**config.mk**
```make
export PLATFORM = sky130hd
export DESIGN_NAME = mem_arbiter
export DESIGN_NICKNAME = d
export VERILOG_FILES = /design/src/rtl/mem_arbiter_pkg.sv /design/src/rtl/mem_arbiter_rr_arb2.sv /design/src/rtl/mem_arbiter.sv
export SDC_FILE = /design/constraint.sdc
export NUM_CORES = 1
export LEC_CHECK = 0
export ABC_AREA = 1
export ABC_CLOCK_PERIOD_IN_PS = 5400
export BUFFER_PORTS_ARGS = -buffer_cell sky130_fd_sc_hd__buf_2
export CORE_AREA = 2 2 106 108
export CTS_CLUSTER_SIZE = 10
export DETAILED_ROUTE_END_ITERATION = 10
export DIE_AREA = 0 0 108 110
export GPL_TIMING_DRIVEN = 0
export PLACE_DENSITY = 0.83
export SKIP_CTS_REPAIR_TIMING = 1
export SLEW_MARGIN = 10
export SYNTH_ARGS = -nofsm -noshare
export SYNTH_HDL_FRONTEND = slang
export SYNTH_HIERARCHICAL = 1
export SYNTH_SLANG_ARGS = --single-unit
```
**constraint.sdc**
```tcl
create_clock -name clk -period 5.4 [get_ports clk]
set_clock_uncertainty 0.2 [all_clocks]
set_input_delay 1.08 -clock clk [delete_from_list [all_inputs] [get_ports clk]]
set_output_delay 1.08 -clock clk [all_outputs]
set_load 0.01 [all_outputs]
```
**src/rtl/mem_arbiter_pkg.sv**
```systemverilog
// Shared definitions for the two-requester memory arbiter: FSM state and
// owner encodings, default timing parameters and the latched transaction.
package mem_arbiter_pkg;

  localparam int DEF_OUT_CYCLES = 5;
  localparam int DEF_LINE_WORDS = 4;
  localparam int WORD_BYTES     = 4;
  localparam int BEAT_W         = 2;

  typedef enum logic {
    ST_IDLE = 1'b0,
    ST_XFER = 1'b1
  } state_t;

  typedef enum logic {
    OWN_I = 1'b0,
    OWN_D = 1'b1
  } owner_t;

  // Everything captured from the winning requester at grant time.
  typedef struct packed {
    owner_t      owner;
    logic        we;
    logic [31:0] addr;
    logic [31:0] wdata;
  } txn_t;

  // Byte address of the first word of the line containing addr.
  function automatic logic [31:0] line_base(input logic [31:0] addr,
                                            input int          line_words);
    return addr & ~(32'(line_words * WORD_BYTES) - 32'd1);
  endfunction

endpackage

```
**src/rtl/mem_arbiter_rr_arb2.sv**
```systemverilog
// Two-way round-robin arbiter. With both sides requesting it grants the side
// that was not granted last; a lone requester always wins. The pointer moves
// only when the caller accepts the grant.
module rr_arb2
  import mem_arbiter_pkg::*;
(
  input  logic   clk,
  input  logic   reset,
  input  logic   req_i,
  input  logic   req_d,
  input  logic   advance,
  output logic   grant_valid,
  output owner_t grant
);

  logic favour_d;

  // Grant selection from the current requests and the fairness pointer.
  always_comb begin
    // NOTE: every always_comb output gets a default first so no path can leave it unassigned and infer a latch.
    grant_valid = req_i | req_d;
    grant       = OWN_I;
    if (req_i && req_d) begin
      grant = favour_d ? OWN_D : OWN_I;
    end else if (req_d) begin
      grant = OWN_D;
    end
  end

  // Pointer favours the side that lost, so the next tie goes the other way.
  always_ff @(posedge clk or posedge reset) begin
    if (reset) begin
      favour_d <= 1'b1;
    end else if (advance && grant_valid) begin
      // NOTE: state registers use non-blocking assignment so every flop samples pre-edge values.
      favour_d <= (grant == OWN_I);
    end
  end

endmodule

```
**src/rtl/mem_arbiter.sv**
```systemverilog
// Arbitrates an instruction-side fill port and a data-side fill/store port
// onto one backing memory. Each grant runs a fixed-length transfer: a
// request-propagation delay, then line-fill read beats (fills) or a single
// write on the last cycle (stores), with a one-cycle done pulse at the end.
module mem_arbiter
  import mem_arbiter_pkg::*;
#(
  parameter int OUT_CYCLES = DEF_OUT_CYCLES,
  parameter int LINE_WORDS = DEF_LINE_WORDS
) (
  input  logic              clk,
  input  logic              reset,
  input  logic              i_req,
  input  logic [31:0]       i_addr,
  input  logic              d_req,
  input  logic              d_we,
  input  logic [31:0]       d_addr,
  input  logic [31:0]       d_wdata,
  output logic              i_rvalid,
  output logic [31:0]       i_rdata,
  output logic [BEAT_W-1:0] i_beat,
  output logic              i_done,
  output logic              d_rvalid,
  output logic [31:0]       d_rdata,
  output logic [BEAT_W-1:0] d_beat,
  output logic              d_done,
  output logic              busy,
  output logic              mem_read_en,
  output logic              mem_write_en,
  output logic [31:0]       mem_addr,
  output logic [31:0]       mem_wdata,
  input  logic [31:0]       mem_rdata
);

  // Last transfer cycle; the transfer occupies cnt = 0..CNT_MAX.
  localparam int CNT_MAX = OUT_CYCLES + LINE_WORDS;
  localparam int CNT_W   = $clog2(CNT_MAX + 1);

  state_t             state, state_next;
  logic [CNT_W-1:0]   cnt, cnt_next;
  txn_t               txn, txn_next;
  logic               arb_advance;
  logic               grant_valid;
  owner_t             grant;
  logic               last_cycle;
  logic               fill_beat;
  logic [BEAT_W-1:0]  beat;

  rr_arb2 u_rr_arb2 (
    .clk         (clk),
    .reset       (reset),
    .req_i       (i_req),
    .req_d       (d_req),
    .advance     (arb_advance),
    .grant_valid (grant_valid),
    .grant       (grant)
  );

  // State, cycle counter and latched transaction; reset abandons any transfer.
  always_ff @(posedge clk or posedge reset) begin
    if (reset) begin
      state <= ST_IDLE;
      cnt   <= '0;
      txn   <= '0;
    end else begin
      state <= state_next;
      cnt   <= cnt_next;
      txn   <= txn_next;
    end
  end

  // Next-state: grant and latch in IDLE, count through XFER, return on the last cycle.
  always_comb begin
    state_next  = state;
    cnt_next    = cnt;
    txn_next    = txn;
    arb_advance = 1'b0;
    case (state)
      ST_IDLE: begin
        if (grant_valid) begin
          arb_advance    = 1'b1;
          txn_next.owner = grant;
          txn_next.we    = (grant == OWN_D) ? d_we : 1'b0;
          txn_next.addr  = (grant == OWN_D) ? d_addr : i_addr;
          txn_next.wdata = (grant == OWN_D) ? d_wdata : 32'h0;
          cnt_next       = '0;
          state_next     = ST_XFER;
        end
      end
      ST_XFER: begin
        if (cnt == CNT_W'(CNT_MAX)) begin
          cnt_next   = '0;
          state_next = ST_IDLE;
        end else begin
          cnt_next = cnt + 1'b1;
        end
      end
      default: state_next = ST_IDLE;
    endcase
  end

  assign busy       = (state == ST_XFER);
  assign last_cycle = busy && (cnt == CNT_W'(CNT_MAX));
  assign fill_beat  = busy && !txn.we && (cnt >= CNT_W'(OUT_CYCLES))
                      && (cnt < CNT_W'(CNT_MAX));
  assign beat       = BEAT_W'(cnt - CNT_W'(OUT_CYCLES));

  // Command and response decode; everything idles at zero unless driven here.
  always_comb begin
    i_rvalid     = 1'b0;
    i_rdata      = 32'h0;
    i_beat       = '0;
    i_done       = 1'b0;
    d_rvalid     = 1'b0;
    d_rdata      = 32'h0;
    d_beat       = '0;
    d_done       = 1'b0;
    mem_read_en  = 1'b0;
    mem_write_en = 1'b0;
    mem_addr     = 32'h0;
    mem_wdata    = 32'h0;
    if (fill_beat) begin
      mem_read_en = 1'b1;
      mem_addr    = line_base(txn.addr, LINE_WORDS) + 32'({beat, 2'b00});
      if (txn.owner == OWN_D) begin
        d_rvalid = 1'b1;
        d_beat   = beat;
        d_rdata  = mem_rdata;
      end else begin
        i_rvalid = 1'b1;
        i_beat   = beat;
        i_rdata  = mem_rdata;
      end
    end
    if (last_cycle) begin
      if (txn.we) begin
        mem_write_en = 1'b1;
        mem_addr     = txn.addr;
        mem_wdata    = txn.wdata;
      end
      if (txn.owner == OWN_D) begin
        d_done = 1'b1;
      end else begin
        i_done = 1'b1;
      end
    end
  end

endmodule

```
==> results of run 1 <==
## synthesized netlist by cell type, types with 2 or more instances
| cell | instances | area, sq um |
|---|---|---|
| buf_1 | 2 | 7.51 |
| nand3_1 | 67 | 335 |
| inv_1 | 53 | 199 |
| clkbuf_1 | 18 | 67.6 |
| inv_2 | 4 | 15.0 |
| a31oi_1 | 28 | 175 |
| nor2_1 | 138 | 518 |
| nand2_1 | 163 | 612 |
| o21ai_0 | 43 | 215 |
| o22ai_1 | 5 | 31.3 |
| nor2_2 | 2 | 12.5 |
| o21ai_1 | 28 | 140 |
| ha_1 | 4 | 50.1 |
| dfrtp_1 | 71 | 1780 |
| buf_6 | 6 | 67.6 |
| buf_2 | 26 | 130 |
## per-layer routing
layer / up-vias / part of all wire
met3: 22 / 0.071
met2: 216 / 0.52
met4: 0 / 0.020
met5: - / 0
li1: 2679 / -
met1: 2468 / 0.39
## area by class of cell
cell class                 instances  area (sq um)  share of cell area
timing repair buffer             272          1380               0.222
inverter                          57           216              0.0349
tap                              140           175              0.0283
clock inverter                     6          67.6              0.0109
sequential                        72          1800               0.291
multi-input combinational        484          2140               0.346
clock buffer                      10           138              0.0222
buffer                            53           280              0.0452
## power by group through the flow
stage / combinational (mW) / clock, mW / sequential (mW)
3_5_place_dp: 1.89 / 0 / 0.926
4_1_cts: 1.91 / 0.451 / 0.917
2_1_floorplan: 1.24 / 0 / 0.894
6_report: 1.89 / 0.448 / 0.920
5_1_grt: 2.12 / 0.475 / 0.951
3_3_place_gp: 1.86 / 0 / 0.912
## flip-flops by register name, indices dropped and copies added (netlist names)
register / flops
txn: 66
u_rr_arb2/favour_d: 1
busy: 1
cnt: 4
## metrics by stage
step	setup WS, ns	util	cells
2_1_floorplan	2.32	-	666
4_1_cts	1.83	0.580	1094
5_1_grt	1.66	0.580	1094
6_report	1.86	0.580	1094
3_5_place_dp	2.24	0.560	1078
3_3_place_gp	1.41	0.558	1077
## cells by family (layout without fill, tap and decap cells)
kind of cell    Yosys count  count (layout)  synth area share
compound gates          106             106             0.132
xor+xnor                  2               2           0.00395
fa+ha+maj                 4               4            0.0113
buf+inv                 110             398             0.111
flops                    72              72             0.406
simple gates            372             372             0.336
## worst register-to-register path: stages (launching register included)
cell and delay (ns):
dfstp_2 0.53, inv_1 0.05, a21boi_1 0.26, buf_2 0.28
clkbuf_1 0.38, nand2_1 0.14, a31oi_1 0.20
## path summary, 6_finish.rpt
path / startpoint / endpoint / slack [ns]
min: u_rr_arb2/favour_d / u_rr_arb2/favour_d / 0.27
min reg2reg: u_rr_arb2/favour_d / u_rr_arb2/favour_d / 0.27
max: cnt[0] / d_rdata[1] / 1.86
min in group asynchronous: reset / txn[56] / 0.52
max in group asynchronous: reset / txn[26] / 3.92
max reg2reg: u_rr_arb2/favour_d / txn[42] / 3.27
==> metrics.md, run 1 <==
| Metric | Value |
|---|---|
| Sequential power share | 0.282 |
| GR Util met1 | 0.300 |
| Routability congestion estimate | 0.856 |
| Setup-failing EPs final | 0 |
| Post-layout min period | between 3 and 4 ns |
| Combinational share of power | 0.580 |
| Post-DRT Antenna Nets | 0 |
| Vias post-DR | between 5,000 and 6,000 |
| CTS buffer count | 9 |
| Final hold slack | roughly 0.27 ns |
| Crit path kind | flip-flop to output pin |
| Iter 0 DRT Violations | between 400 and 500 |
| Placed cell areas | approximately 0.006 sq mm |
| Share of cells above drive strength 1 | 0.347 |
| Clock latency on the worst-skew pair | between 0.3 and 0.4 ns |
| Net Count, Synth | about 800 |
| WP buf/inv | 4 |
| Die Span Y | around 110 microns |
| GR peak layer | met2 |
| Tot Pwr | around 3.3 mW |
| First-pass GRT wire length | 23.6 mm |
| 1st-pass router iterations | 5 |
| Met3 Use GR | 0.0488 |
| WP data required | roughly 4.1 ns |
| Fillers | 1,080 |
| Sw power | ~1.5 mW |
| Crit path DAT | between 2 and 2.5 ns |
| Area added between synthesis and finish | 39.6% |
| Critical Path Sink Type | output pin |
| Final Hold Fails | 0 |
| Worst slew margin | 0.644 |
| PortBufs | 271 |
| Status | completed |
| Routed len/inst | 14.1 microns |
| Cell area after layout | 0.00620 sq mm |
| Slowest cell on crit path | dfrtp_1 |
| Hold Path Stages | 2 |
| Pin count of the biggest net entering global routing | 45 |
| Die ar. | roughly 0.012 sq mm |
| Avg Inst Size Synth | 6.67 sq um |
| Post-synthesis instance area | roughly 0.0044 sq mm |
| DR DRC count | 0 |
| FP Rows | 38 |
| Post-synth EDFFs | 0 |
| Total global routing track utilization | 0.255 |
| Syn. warnings | 6 |
| Final Max Slew Viols | 0 |
| Hpwl dp | ~12 mm |
| Via density | between 4 and 5 |
| Hold crit path type | flip-flop to flip-flop |
| Core area | ~0.011 sq mm |
| Initial antenna violation count | 0 |
| Clk root buf | clkbuf_8 |
| P_leak | 3.39 nW |
| Final wirelength | about 15 mm |
| Max cap viols | 0 |
| Setup TNS after final layout | 0 ns |
| Worst-path cell chain | inv_1 -> ha_1 -> nand2_1 -> nand2_1 -> nand2_1 -> nand2_1 -> buf_6 -> buf_6 -> nor2_1 -> buf_2 |
| Clk pin slew, worst setup/hold paths | about 0.070 ns |
| Post-route clock period utilization | 0.656 |
| Htree depth | 3 |
| Final nets | ~1,100 |
| Yosys reg bits | 72 |
| Mapped Cells | 666 |
| CTS max path bufs | 2 |
| Fmax achieved | between 0.2 and 0.3 GHz |
| Most common cell after layout, fill and taps aside | buf_2 |
| Clk pwr share | 0.138 |
| RSZ-0062 raised after global routing | false |
| Cell mode on critical path | nand2_1 |
| GRT overflow | 0 |
| ANT cells | 0 |
| Startpoint Class | flip-flop |
| Largest fanout on the critical path | 10 |
| # IOs | 272 |
| DIE WIDTH | between 100 and 150 microns |
| Switching Share | 0.473 |
| Critical path depth | 10 |
| CP top delay family | buffers and inverters |
| Most frequent cells in the layout | buf_2 (297), nand2_1 (163), nor2_1 (138) |
| Worst Reg-to-Reg Cells | 6 |
| Pwr dens | approximately 530 mW/mm^2 |
| Slew @ Worst Pin | about 0.53 ns |
| Max stage delay on crit path | slightly below 0.5 ns |
| Peak supply drop | 0.215 mV |
| Main synth FF type | dfrtp_1 |
| Vias in the first global route | ~5,000 |
| Int Power | between 1.5 and 2 mW |
| CTS tree | done |
| Netlist cell types | 24 |
| Met2 usage | 0.466 |
| Sequential share of the synthesized area | 0.406 |
| Initial Utilization | 0.415 |
| Clock sink count | 72 |
| Ys async rst share | 1.00 |
(Power assumes the default switching activity.)
==> run 2, diff against run 1 <==
--- a/config.mk
+++ b/config.mk
@@ -6,12 +6,12 @@
 export NUM_CORES = 1
 export LEC_CHECK = 0
 export ABC_AREA = 1
-export ABC_CLOCK_PERIOD_IN_PS = 5400
+export ABC_CLOCK_PERIOD_IN_PS = 3100
 export BUFFER_PORTS_ARGS = -buffer_cell sky130_fd_sc_hd__buf_2
-export CORE_AREA = 2 2 106 108
+export CORE_MARGIN = 1.5
+export CORE_UTILIZATION = 40
 export CTS_CLUSTER_SIZE = 10
 export DETAILED_ROUTE_END_ITERATION = 10
-export DIE_AREA = 0 0 108 110
 export GPL_TIMING_DRIVEN = 0
 export PLACE_DENSITY = 0.83
 export SKIP_CTS_REPAIR_TIMING = 1
==> constraint.sdc (replaced) <==
create_clock -name clk -period 3.1 [get_ports clk]
set_clock_uncertainty 0.2 [all_clocks]
set_input_delay 0.62 -clock clk [delete_from_list [all_inputs] [get_ports clk]]
set_output_delay 0.62 -clock clk [all_outputs]
set_load 0.01 [all_outputs]
==> run 2 against run 1 <==
First-iteration DRC count shrank 7.2%. Final area grew 0.93%. Flip-flop and latch count is the same. Setup slack lost 1.7 ns. Global-route usage grew 0.31 points. Combinational power grew 78%. Largest power group unchanged. Critical path depth shrank 2. Total power grew 79%. Non-clock buffer count grew 3. Register-to-register slack lost 2.3 ns. Sequential power grew 73%. Highest routed layer unchanged. Final cell count grew 0.27%.
==> metrics.md, run 2 (same netlist as run 1, synthesis figures left out) <==
| Metric | Value |
|---|---|
| Clk root buf | clkbuf_8 |
| Final wirelength | approximately 16 mm |
| Pin count of the biggest net entering global routing | 39 |
| Initial antenna violation count | 0 |
| Storage cell area | 0.00180 sq mm |
| DR DRC count | 0 |
| Most common cell after layout, fill and taps aside | buf_2 |
| Post-layout min period | 2.95 ns |
| Top Registers | txn x66, cnt x4 |
| WP data required | approximately 2.3 ns |
| Worst R2R End | txn[44] |
| Worst Setup SP | cnt[0] |
| Clk pin slew, worst setup/hold paths | ~0.09 ns |
| Share of cells above drive strength 1 | 0.352 |
| Die Span Y | approximately 110 microns |
| Final Hold Fails | 0 |
| Final hold slack | approximately 0.092 ns |
| Sw power | about 2.7 mW |
| Hpwl dp | around 12 mm |
| CTS max path bufs | 2 |
| Setup-failing EPs final | 0 |
| Most frequent cells in the layout | buf_2 (295), nand2_1 (162), nor2_1 (137) |
| Vias post-DR | between 5,000 and 6,000 |
| Clk pwr share | 0.148 |
| Switching Share | 0.465 |
| Crit path DAT | about 2.1 ns |
| Post-route clock period utilization | 0.950 |
| Peak supply drop | approximately 0.5 mV |
| Die ar. | ~0.012 sq mm |
| # IOs | around 270 |
| Post-DRT Antenna Nets | 0 |
| Clock sink count | between 70 and 80 |
| Worst Reg-to-Reg Cells | 6 |
| Int Power | between 3 and 4 mW |
| Max reg flops | 66 |
| FF-to-FF Start | u_rr_arb2/favour_d |
| CTS buffer count | 9 |
| Finished Layout Cells | 1,097 |
| DIE WIDTH | about 110 microns |
| Routability congestion estimate | between 0.8 and 0.9 |
| Combinational share of power | 0.578 |
| GRT overflow | 0 |
| P_leak | approximately 3.4 nW |
| First-pass GRT wire length | 23.5 mm |
| Multi-input combinational cell area | around 0.0021 sq mm |
| Worst slew margin | 0.580 |
| ANT cells | 0 |
| Slew @ Worst Pin | ~0.63 ns |
| Critical Path Sink Type | output pin |
| Fmax achieved | about 0.34 GHz |
| Final nets | approximately 1,100 |
| RSZ-0062 raised after global routing | false |
| Area added between synthesis and finish | 40.9% |
| Sequential power share | 0.274 |
| Startpoint Class | flip-flop |
| FP Rows | 38 |
| Worst setup margin | 0.153 ns |
| PortBufs | between 200 and 300 |
| 1st-pass router iterations | 5 |
| Layout Utilization | 0.577 |
| Clock latency on the worst-skew pair | roughly 0.36 ns |
| Hold crit path type | input port to asynchronous set/reset pin |
| Max cap viols | 0 |
| CTS tree | done |
| Status | completed |
| Iter 0 DRT Violations | 388 |
| Routed len/inst | 14.2 microns |
| Total global routing track utilization | 0.258 |
| Fillers | 1,077 |
| Via density | 4.96 |
| Crit path kind | flip-flop to output pin |
| Initial Utilization | 0.410 |
| Pre-CTS setup slack | 0.371 ns |
| Pwr dens | 929 mW/mm^2 |
| Vias in the first global route | 4,913 |
| Placed cells | about 1,100 |
| Core area | 0.0108 sq mm |
| Largest fanout on the critical path | 10 |
| Final Max Slew Viols | 0 |
| Biggest register | txn |
| R2R Setup Slk | 0.98 ns |
| Htree depth | 3 |
==> run 2: per-stage QoR <==
step	setup TNS (ns)	power [mW]	cell area, sq um
finish	0	5.82	6260
detailed placement	0	4.91	5990
floorplan	0	3.72	4440
global route	0	6.32	6260
CTS	-0.0383	5.79	6220
global placement	-30.05	4.84	5970
==> run 2: power groups by stage <==
stage / clock network, mW / logic (mW) / registers [mW]
after floorplan: 0 / 2.17 / 1.56
after global placement: 0 / 3.25 / 1.59
after detailed placement: 0 / 3.30 / 1.61
after CTS: 0.873 / 3.32 / 1.59
after global routing: 0.918 / 3.76 / 1.64
final: 0.861 / 3.36 / 1.59
==> run 2: routing by layer <==
| metal | vias to the layer above | global-route usage | part of all wire |
|---|---|---|---|
| met3 | 28 | 0.0416 | 0.073 |
| li1 | 2681 | - | - |
| met2 | 242 | 0.469 | 0.51 |
| met5 | - | 0 | 0 |
| met1 | 2490 | 0.310 | 0.39 |
| met4 | 0 | 0.0846 | 0.021 |
==> run 2: worst max-delay path: stages (launching register included) <==
cell      delay (ns)
dfrtp_2         0.44
inv_1           0.11
ha_1            0.18
nand2_1         0.10
a21oi_4         0.26
clkbuf_4        0.26
nand3_1         0.10
o21ai_0         0.12
buf_2           0.20
==> run 2: how the worst max path moves through the flow <==
stage / slack, ns / depth (start not counted) / end
2_1_floorplan: 0.48 / 1 / busy
3_3_place_gp: -0.43 / 2 / txn[29]
3_5_place_dp: 0.37 / 10 / d_rdata[15]
4_1_cts: -0.03 / 10 / d_rdata[15]
5_1_grt: 0.02 / 8 / mem_addr[2]
6_report: 0.15 / 8 / mem_addr[2]
==> run 2: cell type report <==
type / count / area share
Sequential cell: 72 / 0.288
Buffer: 53 / 0.0456
Clock buffer: 10 / 0.0220
Tap cell: 140 / 0.0280
Timing Repair Buffer: 275 / 0.224
Clock inverter: 6 / 0.0146
Inverter: 57 / 0.0346
Multi-Input combinational cell: 484 / 0.343
